File: config.mk
export PLATFORM = sky130hd
export DESIGN_NAME = logicalunit_prober
export DESIGN_NICKNAME = d
export VERILOG_FILES = /design/src/rtl/logicalunit_probe_pkg.sv /design/src/rtl/logicalunit_prober_settle_timer.sv /design/src/rtl/logicalunit_prober.sv
export SDC_FILE = /design/constraint.sdc
export NUM_CORES = 1
export LEC_CHECK = 0
export CAP_MARGIN = 5
export CELL_PAD_IN_SITES_DETAIL_PLACEMENT = 0
export CELL_PAD_IN_SITES_GLOBAL_PLACEMENT = 1
export CORE_ASPECT_RATIO = 0.8
export CORE_MARGIN = 10
export CORE_UTILIZATION = 46
export CTS_CLUSTER_SIZE = 8
export DETAILED_ROUTE_END_ITERATION = 7
export PLACE_DENSITY_LB_ADDON = 0.1
export SYNTH_ARGS = -nofsm -noshare
export SYNTH_HDL_FRONTEND = slang
export SYNTH_HIERARCHICAL = 1
export SYNTH_SLANG_ARGS = --single-unit
File: constraint.sdc
create_clock -name clk -period 6.2 [get_ports clk]
set_clock_uncertainty 0.2 [all_clocks]
set_input_delay 0.62 -clock clk [delete_from_list [all_inputs] [get_ports clk]]
set_output_delay 0.62 -clock clk [all_outputs]
set_load 0.03 [all_outputs]
File: src/rtl/logicalunit_probe_pkg.sv
// Shared types and helpers for the logical-unit prober.
//   state_t       : controller states
//   drive_t       : {a,b} drive payload toward the unit under test
//   idx_to_drive  : combination index -> {a,b} (a = idx[1], b = idx[0])
//   total_latency : start edge to final sample edge, in cycles
package logicalunit_probe_pkg;

  typedef enum logic [1:0] {IDLE, SWEEP, FINISH} state_t;

  localparam int unsigned IDX_W    = 2;
  localparam int unsigned CODE_W   = 4;
  localparam int unsigned SETTLE_W = 4;
  localparam int unsigned PASS_W   = 3;

  typedef struct packed {
    logic a;
    logic b;
  } drive_t;

  function automatic drive_t idx_to_drive(input logic [IDX_W-1:0] idx);
    drive_t d;
    d.a = idx[1];
    d.b = idx[0];
    return d;
  endfunction

  function automatic int unsigned total_latency(input int unsigned passes,
                                                input int unsigned settle);
    return passes * 4 * (settle + 1);
  endfunction

endpackage

File: src/rtl/logicalunit_prober_settle_timer.sv
// Loadable down-counter timing one settle window.
//   clk, rst   : clock, async active-high reset
//   load       : load load_value (wins over en)
//   en         : count down while nonzero
//   load_value : window length minus one
//   expired_c  : combinational terminal count (count == 0)
module settle_timer
  import logicalunit_probe_pkg::*;
(
  input  logic                clk,
  input  logic                rst,
  input  logic                load,
  input  logic                en,
  input  logic [SETTLE_W-1:0] load_value,
  output logic                expired_c
);

  logic [SETTLE_W-1:0] count_q;

  always_ff @(posedge clk or posedge rst) begin
    if (rst) begin
      count_q <= '0;
    end else if (load) begin
      count_q <= load_value;
    end else if (en && (count_q != '0)) begin
      count_q <= count_q - SETTLE_W'(1);
    end
  end

  assign expired_c = (count_q == '0);

endmodule

File: src/rtl/logicalunit_prober.sv
// Sweeps all four {a,b} combinations into a 2-input logical unit, samples its
// response at the end of each settle window and rebuilds the function code.
//   clk, rst  : clock, async active-high reset
//   start     : request a probe (IDLE only)
//   abort     : cancel a running probe
//   resp      : output of the unit under test
//   a, b      : drive to the unit under test
//   busy      : probe running
//   done      : one-cycle completion pulse
//   valid     : func_code/mismatch hold a completed result
//   func_code : bit i = resp at {a,b}=i during pass 0
//   mismatch  : a later pass disagreed with pass 0
module logicalunit_prober
  import logicalunit_probe_pkg::*;
#(
  parameter int unsigned SETTLE_CYCLES = 1,
  parameter int unsigned PASSES        = 2
) (
  input  logic              clk,
  input  logic              rst,
  input  logic              start,
  input  logic              abort,
  input  logic              resp,
  output logic              a,
  output logic              b,
  output logic              busy,
  output logic              done,
  output logic              valid,
  output logic [CODE_W-1:0] func_code,
  output logic              mismatch
);

  localparam logic [SETTLE_W-1:0] SETTLE_LOAD = SETTLE_W'(SETTLE_CYCLES);
  localparam logic [PASS_W-1:0]   LAST_PASS   = PASS_W'(PASSES - 1);
  localparam logic [IDX_W-1:0]    LAST_IDX    = IDX_W'(3);

  state_t              state_q, state_d;
  logic [IDX_W-1:0]    idx_q, idx_d;
  logic [PASS_W-1:0]   pass_q, pass_d;
  drive_t              drv_d;
  logic                busy_d, done_d, valid_d, mismatch_d;
  logic [CODE_W-1:0]   func_d;
  logic                tmr_load, tmr_en, tmr_expired_c;

  settle_timer u_settle_timer (
    .clk        (clk),
    .rst        (rst),
    .load       (tmr_load),
    .en         (tmr_en),
    .load_value (SETTLE_LOAD),
    .expired_c  (tmr_expired_c)
  );

  // Next-state and next-output logic
  always_comb begin
    state_d    = state_q;
    idx_d      = idx_q;
    pass_d     = pass_q;
    drv_d      = '0;
    busy_d     = busy;
    done_d     = 1'b0;
    valid_d    = valid;
    func_d     = func_code;
    mismatch_d = mismatch;
    tmr_load   = 1'b0;
    tmr_en     = 1'b0;

    unique case (state_q)
      IDLE: begin
        busy_d = 1'b0;
        // abort in IDLE drops a simultaneous start
        if (start && !abort) begin
          state_d    = SWEEP;
          idx_d      = '0;
          pass_d     = '0;
          busy_d     = 1'b1;
          valid_d    = 1'b0;
          mismatch_d = 1'b0;
          tmr_load   = 1'b1;
          drv_d      = idx_to_drive('0);
        end
      end

      SWEEP: begin
        drv_d = idx_to_drive(idx_q);
        if (abort) begin
          state_d = IDLE;
          busy_d  = 1'b0;
          drv_d   = '0;
        end else if (tmr_expired_c) begin
          // Last edge of this index window: sample resp
          if (pass_q == '0) begin
            func_d[idx_q] = resp;
          end else if (resp != func_code[idx_q]) begin
            mismatch_d = 1'b1;
          end

          if ((idx_q == LAST_IDX) && (pass_q == LAST_PASS)) begin
            state_d = FINISH;
            busy_d  = 1'b0;
            done_d  = 1'b1;
            valid_d = 1'b1;
            drv_d   = '0;
          end else begin
            idx_d    = idx_q + IDX_W'(1);
            if (idx_q == LAST_IDX) begin
              pass_d = pass_q + PASS_W'(1);
            end
            tmr_load = 1'b1;
            drv_d    = idx_to_drive(idx_d);
          end
        end else begin
          tmr_en = 1'b1;
        end
      end

      FINISH: begin
        state_d = IDLE;
        busy_d  = 1'b0;
      end

      default: begin
        state_d = IDLE;
        busy_d  = 1'b0;
      end
    endcase
  end

  // State and registered outputs
  always_ff @(posedge clk or posedge rst) begin
    if (rst) begin
      state_q   <= IDLE;
      idx_q     <= '0;
      pass_q    <= '0;
      a         <= 1'b0;
      b         <= 1'b0;
      busy      <= 1'b0;
      done      <= 1'b0;
      valid     <= 1'b0;
      func_code <= '0;
      mismatch  <= 1'b0;
    end else begin
      state_q   <= state_d;
      idx_q     <= idx_d;
      pass_q    <= pass_d;
      a         <= drv_d.a;
      b         <= drv_d.b;
      busy      <= busy_d;
      done      <= done_d;
      valid     <= valid_d;
      func_code <= func_d;
      mismatch  <= mismatch_d;
    end
  end

endmodule

==> results of run 1 <==
[cell usage in the layout, fill, tap and decap left out, types with 3 or more instances in the layout]
master / n
dfrtp_1: 21
clkdlybuf4s50_1: 14
inv_1: 12
mux2_2: 8
ha_1: 8
nand3_1: 7
nor2_1: 6
a21oi_1: 6
nand2b_1: 4
conb_1: 4
nor3_1: 3
clkbuf_4: 3
nand2_1: 3
[logic make-up after synthesis]
logic type | synth area share (%)
buffers and inverters | 4.653
adder cells (fa/ha/maj) | 8.273
other | 0.6207
flip-flops | 43.43
AO/OA/AOI/OAI | 11.48
AND/OR/NAND/NOR | 22.23
multiplexers | 9.307
[per-stage QoR]
stage	hold slack, ns	util (%)	area, um2	cells
detailed placement	0.2681	56.05	1391	164
global placement	0.2615	56.05	1391	164
finish	0.2888	57.16	1419	168
global route	0.3224	57.16	1419	168
CTS	0.2991	57.16	1419	168
floorplan	0.1861	-	1217	116
[synth_stat cells]
| cell | instances |
|---|---|
| dfrtp_1 | 21 |
| inv_1 | 12 |
| ha_1 | 8 |
| mux2_2 | 8 |
| nand3_1 | 7 |
| a21oi_1 | 6 |
| nor2_1 | 6 |
| nand2b_1 | 4 |
| nand2_1 | 3 |
| nor3_1 | 3 |
| a21o_1 | 2 |
| a31o_1 | 2 |
| a32o_1 | 2 |
| and2_1 | 2 |
| conb_1 | 2 |
| nand3b_1 | 2 |
| nor2b_1 | 2 |
| nor4b_2 | 2 |
| o211ai_1 | 2 |
| o21ai_1 | 2 |
| a211oi_2 | 1 |
| a221o_1 | 1 |
| and3_4 | 1 |
| and3b_1 | 1 |
| and4b_1 | 1 |
| and4bb_1 | 1 |
| buf_4 | 1 |
| clkbuf_1 | 1 |
| mux4_2 | 1 |
| nand4_1 | 1 |
| nor3b_1 | 1 |
| o31a_1 | 1 |
| or2_2 | 1 |
| or2b_1 | 1 |
| or3b_2 | 1 |
| or3b_4 | 1 |
[worst max-delay path, cell delays in order, from the launching register on]
cell      delay [ns]
dfrtp_1         0.41
inv_1           0.11
ha_1            0.20
or3b_4          0.42
inv_1           0.19
mux2_2          0.23
o211ai_1        0.14
inv_1           0.26
nor3_1          0.08
a221o_1         0.32
[area by class of cell]
| type | instances | area (um2) |
|---|---|---|
| Fill cell | 237 | 1064 |
| Timing Repair Buffer | 14 | 140.1 |
| Multi-Input combinational cell | 81 | 635.6 |
| Clock buffer | 3 | 22.52 |
| Inverter | 12 | 45.04 |
| Sequential cell | 21 | 525.5 |
| Clock inverter | 1 | 5.005 |
| Tap cell | 36 | 45.04 |
[metal layers]
metal  wire [um]  vias up  share of wire (%)
met3         146        0                6.3
met1        1151      413                 50
met4           0        0                  0
met2        1016       17                 44
li1            -      439                  -
met5           0        -                  0
[worst min path at each step]
stage | to | slack (ns) | cells past startpoint
floorplan | u_settle_timer/count_q[0] | 0.19 | 1
global placement | busy | 0.26 | 1
detailed placement | valid | 0.27 | 1
CTS | valid | 0.30 | 1
global route | busy | 0.32 | 1
finish | valid | 0.29 | 1
[sequential cells by signal, indices dropped and copies added, names as in the netlist]
name                    flops
done                        1
mismatch                    1
busy                        1
a                           1
func_code                   4
u_settle_timer/count_q      4
state_q                     2
pass_q                      3
valid                       1
idx_q                       2
b                           1
[report_power, final]
part / switching, uW / internal [uW]
Clock: 41.9 / 24.1
Combinational: 67.0 / 60.7
Sequential: 23.3 / 159
==> key figures, run 1 <==
GRT
  – Gr usage total: around a tenth
  – Busiest grt layer: met2
  – GRT met2 Usage: between 10% and 20%
  – Largest net degree at the start of global routing: 18
  – Met1 usage: between 10% and 20%
  – Vias in the first global route: 848
  – Global route total overflow: 0
  – First-pass GRT wire length: just under 4000 um
  – Initial antenna violation count: 0
  – Met3 usage: 4.484%

Cells and area
  – Layout area overhead: 17.27%
  – Layout cells sized above 1: 15.15%
  – Nets@finish: 146
  – Diodes inserted: 0

STA
  – Count of final setup violators: 0
  – FMAX: 376.3 MHz
  – Final Cycle Share: 42.86%
  – Pins over their slew limit: 0
  – Final Hold Fails: 0
  – RSZ-0062 raised after global routing: no
  – Worst setup margin: 3.542 ns
  – Crit path time final: around 2.7 ns
  – Max-slew headroom: 55.89%
  – Slew at the pin closest to its max-slew limit: 0.6599 ns
  – Fin Setup TNS: 0 ns

Logic synthesis
  – Synth unique cells: 36
  – Syn avg cell area: 10.61 um2
  – Synthesized instance count: around 110
  – Synth warn: 6
  – Synth top area share: roughly 43%
  – Synth Cell Area: 1210 um2
  – Sequential share of the synthesized area: 43.43%
  – Register bit total from synthesis: 21
  – Cell taking the most area after synthesis: dfrtp_1
  – Top post-synthesis cells by area: dfrtp_1 43%, ha_1 8.3%, mux2_2 7.4%, inv_1 3.7%, nand3_1 2.9%

Clock network
  – CTS Hold Buffers Added: 0
  – CTS Buf Count: 3
  – CTS tree: yes
  – Buffer count from post-CTS setup fixing: 0
  – CTS Root Cell: clkbuf_4
  – CTS sink count: 21
  – H-Tree Depth: 1
  – # resized after CTS: 0
  – Clock slew at reported path FFs: about 0.12 ns
  – Max Root-Sink Buffers: 2
  – Worst skew pair latency: 0.30 ns

Critical path
  – Reg2reg start: u_settle_timer/count_q[0]
  – Critical Path RT: 6.20 ns
  – CP Capture Point: u_settle_timer/count_q[3]
  – Critical path class: reg -> reg
  – Worst Reg-to-Reg Cells: 9
  – R2R Setup Slk: 3.54 ns
  – Crit path arrival time: roughly 2.7 ns
  – Worst Setup SP: u_settle_timer/count_q[0]
  – CP Max Fanout: 9
  – RR Endpoint: u_settle_timer/count_q[3]
  – Critical Path Sink Type: flop
  – CP startpoint kind: flop

Floorplanning
  – Core footprint: ~2500 um2
  – I/O pin cnt: 15
  – Row cnt: 16
  – Die ar.: 5094 um2
  – Die Wd: 77.34 um
  – Starting density of the core: about half
  – DIE HEIGHT: 65.87 um

Hold path
  – Worst Hold Launch: valid
  – Min-Delay Path Class: reg -> reg

Power
  – VDD IR max: ~180 uV
  – Pleak: 0.0006557 uW
  – Total power: 375.9 uW
  – PwrDens: 264.9 nW/um2

Place
  – Pre-CTS setup slack: 3.281 ns
  – IO Port Bufs: 14
  – HPWL Detailed: 1831 um
  – Gpl congestion: 0.8284

Detailed routing
  – DRC errors left: 0
  – Final ANT Viol Nets: 0
  – Drt via density: 5.173
  – WL/cell: 13.77 um
  – Final WL: 2313 um
  – DR vias: 869
  – First-pass DRT Iterations: 4
  – Starting DRC count in detailed routing: 34

Status
  – Status: completed

Flow run
  – Max_cap viols: 0
No activity file was read; power rests on OpenSTA's default activity.
==> run 2, diff against run 1 <==
--- a/config.mk
+++ b/config.mk
@@ -10,7 +10,7 @@
 export CELL_PAD_IN_SITES_GLOBAL_PLACEMENT = 1
 export CORE_ASPECT_RATIO = 0.8
 export CORE_MARGIN = 10
-export CORE_UTILIZATION = 46
+export CORE_UTILIZATION = 42
 export CTS_CLUSTER_SIZE = 8
 export DETAILED_ROUTE_END_ITERATION = 7
 export PLACE_DENSITY_LB_ADDON = 0.1
==> constraint.sdc (replaced) <==
create_clock -name clk -period 2.75 [get_ports clk]
set_clock_uncertainty 0.2 [all_clocks]
set_input_delay 0.275 -clock clk [delete_from_list [all_inputs] [get_ports clk]]
set_output_delay 0.275 -clock clk [all_outputs]
set_load 0.03 [all_outputs]
==> run 2 against run 1 <==
Compared with the run above: worst setup slack got worse by 3.3 ns; sequential power rose by 120%; count of clock-buffer cells in the layout rose by 1; highest routed layer is now met4; cell count rose by 3.0%; total power rose by 130%; worst hold slack improved by 0.0093 ns.
==> key figures, run 2 (synthesis gave the netlist of run 1 again) <==
Critical path
  – CP Max Fanout: 7 (-2)
  – CP startpoint kind: flop
  – Critical path class: reg -> reg
  – Crit path arrival time: 2.46 ns (-0.20 ns)
  – Critical Path Sink Type: flop
  – R2R Setup Slk: 0.28 ns (-3.26 ns)
  – Critical Path RT: 2.75 ns (-3.45 ns)

Floorplanning
  – Row cnt: 17 (+1)
  – Die ar.: 5441 um2 (+6.8%)
  – I/O pin cnt: 15 (unchanged)
  – DIE HEIGHT: 68.01 um (+3.2%)
  – Die Wd: 80.01 um (+3.4%)
  – Starting density of the core: 43.76% (-5.0 points)
  – Core footprint: 2765 um2 (+11%)

GRT
  – Gr usage total: 9.804% (+0.40 points)
  – Global route total overflow: 0 (unchanged)
  – Largest net degree at the start of global routing: 18 (unchanged)
  – First-pass GRT wire length: 4264 um (+7.3%)
  – Vias in the first global route: 909 (+7.2%)
  – Initial antenna violation count: 0 (unchanged)

Cells and area
  – Utilization after layout: 52.26% (-4.9 points)
  – Biggest regs: func_code x4, u_settle_timer/count_q x4, pass_q x3
  – Area of the multi-input gates: 635.6 um2 (unchanged)
  – Final Cell Area: 1445 um2 (+1.9%)
  – Layout cells sized above 1: 15.56% (+0.40 points)
  – Diodes inserted: 0 (unchanged)
  – Layout area overhead: 19.44%
  – Sequential cell area: 525.5 um2 (unchanged)
  – Commonest non-fill, non-tap cell in the layout: dfrtp_1
  – FILL cells: 263 (+11%)
  – Highest-count cells in the layout ignoring fill and taps: 21 x dfrtp_1, 14 x clkdlybuf4s50_1, 12 x inv_1, 8 x mux2_2, 8 x ha_1
  – Nets@finish: 149 (+2.1%)

Clock network
  – H-Tree Depth: 1 (unchanged)
  – CTS sink count: 21 (unchanged)
  – CTS Buf Count: 3 (unchanged)
  – # resized after CTS: 0 (unchanged)
  – Max Root-Sink Buffers: 2 (unchanged)
  – Clock slew at reported path FFs: 0.12 ns (about the same)
  – CTS Root Cell: clkbuf_4
  – CTS tree: yes
  – Worst skew pair latency: 0.31 ns (about the same)

STA
  – Final Cycle Share: 89.64% (+47 points)
  – Crit path time final: 2.465 ns (-0.1926 ns)
  – RSZ-0062 raised after global routing: no
  – Slew at the pin closest to its max-slew limit: 0.6569 ns (-0.002991 ns)
  – Fin Setup TNS: 0 ns (unchanged)
  – FMAX: 405.7 MHz (+7.8%)
  – Pins over their slew limit: 0 (unchanged)
  – Max-slew headroom: 56.09% (+0.20 points)
  – Final Hold Fails: 0 (unchanged)
  – Count of final setup violators: 0 (unchanged)

Place
  – Gpl congestion: 0.7384 (-11%)
  – Post-DP Area: 1409 um2 (+1.3%)
  – HPWL Detailed: 1847 um (+0.87%)
  – IO Port Bufs: 14 (unchanged)

Power
  – PwrDens: 597.6 nW/um2 (+130%)
  – Comb pwr share: 35.1% (+1.1 points)
  – Clock power share: 17.6% (about the same)
  – VDD IR max: 345.7 uV (+89%)
  – Sequential share of power: 47.4% (-1.0 points)
  – Sw frac: 34.87% (-0.32 points)
  – Cell Int Power: 562.5 uW (+130%)
  – Total power: 863.7 uW (+130%)
  – Pleak: 0.0006677 uW (+1.8%)
  – Sw Pwr: 301.1 uW (+130%)

Detailed routing
  – DR vias: 890 (+2.4%)
  – Final ANT Viol Nets: 0 (unchanged)
  – DRC errors left: 0 (unchanged)
  – Final WL: 2359 um (+2.0%)
  – Starting DRC count in detailed routing: 31 (-8.8%)
  – Drt via density: 5.145 (-0.54%)
  – WL/cell: 13.64 um (-0.96%)
  – First-pass DRT Iterations: 4 (unchanged)

Hold path
  – Min-Delay Path Class: reg -> reg

Flow run
  – Max_cap viols: 0 (unchanged)

Status
  – Status: completed
[run 2: cell count changes in the layout (fill, tap and decap cells not counted), sizes merged]
| cell | delta |
|---|---|
| clkbuf | +1 |
| buf | +2 |
| dlygate4sd3 | +1 |
| clkinv | -1 |
[run 2: critical path: stages (launching register included)]
cell,delay [ns]
dfrtp_1,0.39
inv_1,0.08
ha_1,0.23
or3b_4,0.27
inv_1,0.06
buf_4,0.15
nor2_1,0.32
nor4b_2,0.31
nor3b_1,0.08
a221o_1,0.26
[run 2: timing repair]
| action | 4_1_cts | 5_1_grt |
|---|---|---|
| hold endpoints to repair | 4 | 0 |
| setup buffers | 0 | 0 |
| hold buffers | 1 | 0 |
[run 2: final timing paths]
| path | endpoint | startpoint | cells after the start |
|---|---|---|---|
| max in group asynchronous | idx_q[0] | rst | 3 |
| hold / removal | busy | busy | 1 |
| min in group asynchronous | u_settle_timer/count_q[1] | rst | 3 |
| setup reg to reg | u_settle_timer/count_q[3] | u_settle_timer/count_q[0] | 9 |
| hold reg to reg | busy | busy | 1 |
| setup / recovery | u_settle_timer/count_q[3] | u_settle_timer/count_q[0] | 9 |
[run 2: cell type report]
| class | count | area share [%] |
|---|---|---|
| Clock buffer | 4 | 1.818 |
| Inverter | 12 | 3.117 |
| Multi-Input combinational cell | 81 | 43.98 |
| Sequential cell | 21 | 36.36 |
| Tap cell | 38 | 3.290 |
| Timing Repair Buffer | 17 | 11.43 |
[run 2: per-layer routing]
metal,up-vias,share of wire [%],wire length [um],global-route usage [%]
met5,-,0,0,0
met4,0,0.47,11,1.974
met3,2,7.0,166,4.450
met2,18,42,986,14.30
met1,427,51,1194,13.07
li1,443,-,-,-
[run 2: power by group through the flow]
stage                     Clock (uW)  Sequential [uW]  Combinational, uW
after floorplan                    0              434                186
after global placement             0              414                295
after detailed placement           0              416                303
after CTS                        159              410                305
after global routing             172              421                338
final                            152              409                303
[run 2: through the flow]
step	instances	hold WS, ns	setup slack [ns]
3_5_place_dp	168	0.2696	0.1566
6_report	173	0.2981	0.2850
5_1_grt	173	0.3306	0.03361
3_3_place_gp	168	0.2632	0.2572
4_1_cts	173	0.3030	0.2780
2_1_floorplan	116	-0.1589	0.2661
==> run 3, diff against run 2 <==
--- a/config.mk
+++ b/config.mk
@@ -11,6 +11,7 @@
 export CORE_ASPECT_RATIO = 0.8
 export CORE_MARGIN = 10
 export CORE_UTILIZATION = 42
+export CTS_CLUSTER_DIAMETER = 60
 export CTS_CLUSTER_SIZE = 8
 export DETAILED_ROUTE_END_ITERATION = 7
 export PLACE_DENSITY_LB_ADDON = 0.1
==> results of run 3 <==
Same layout as run 2: the final DEF is identical, and so are final timing and power.
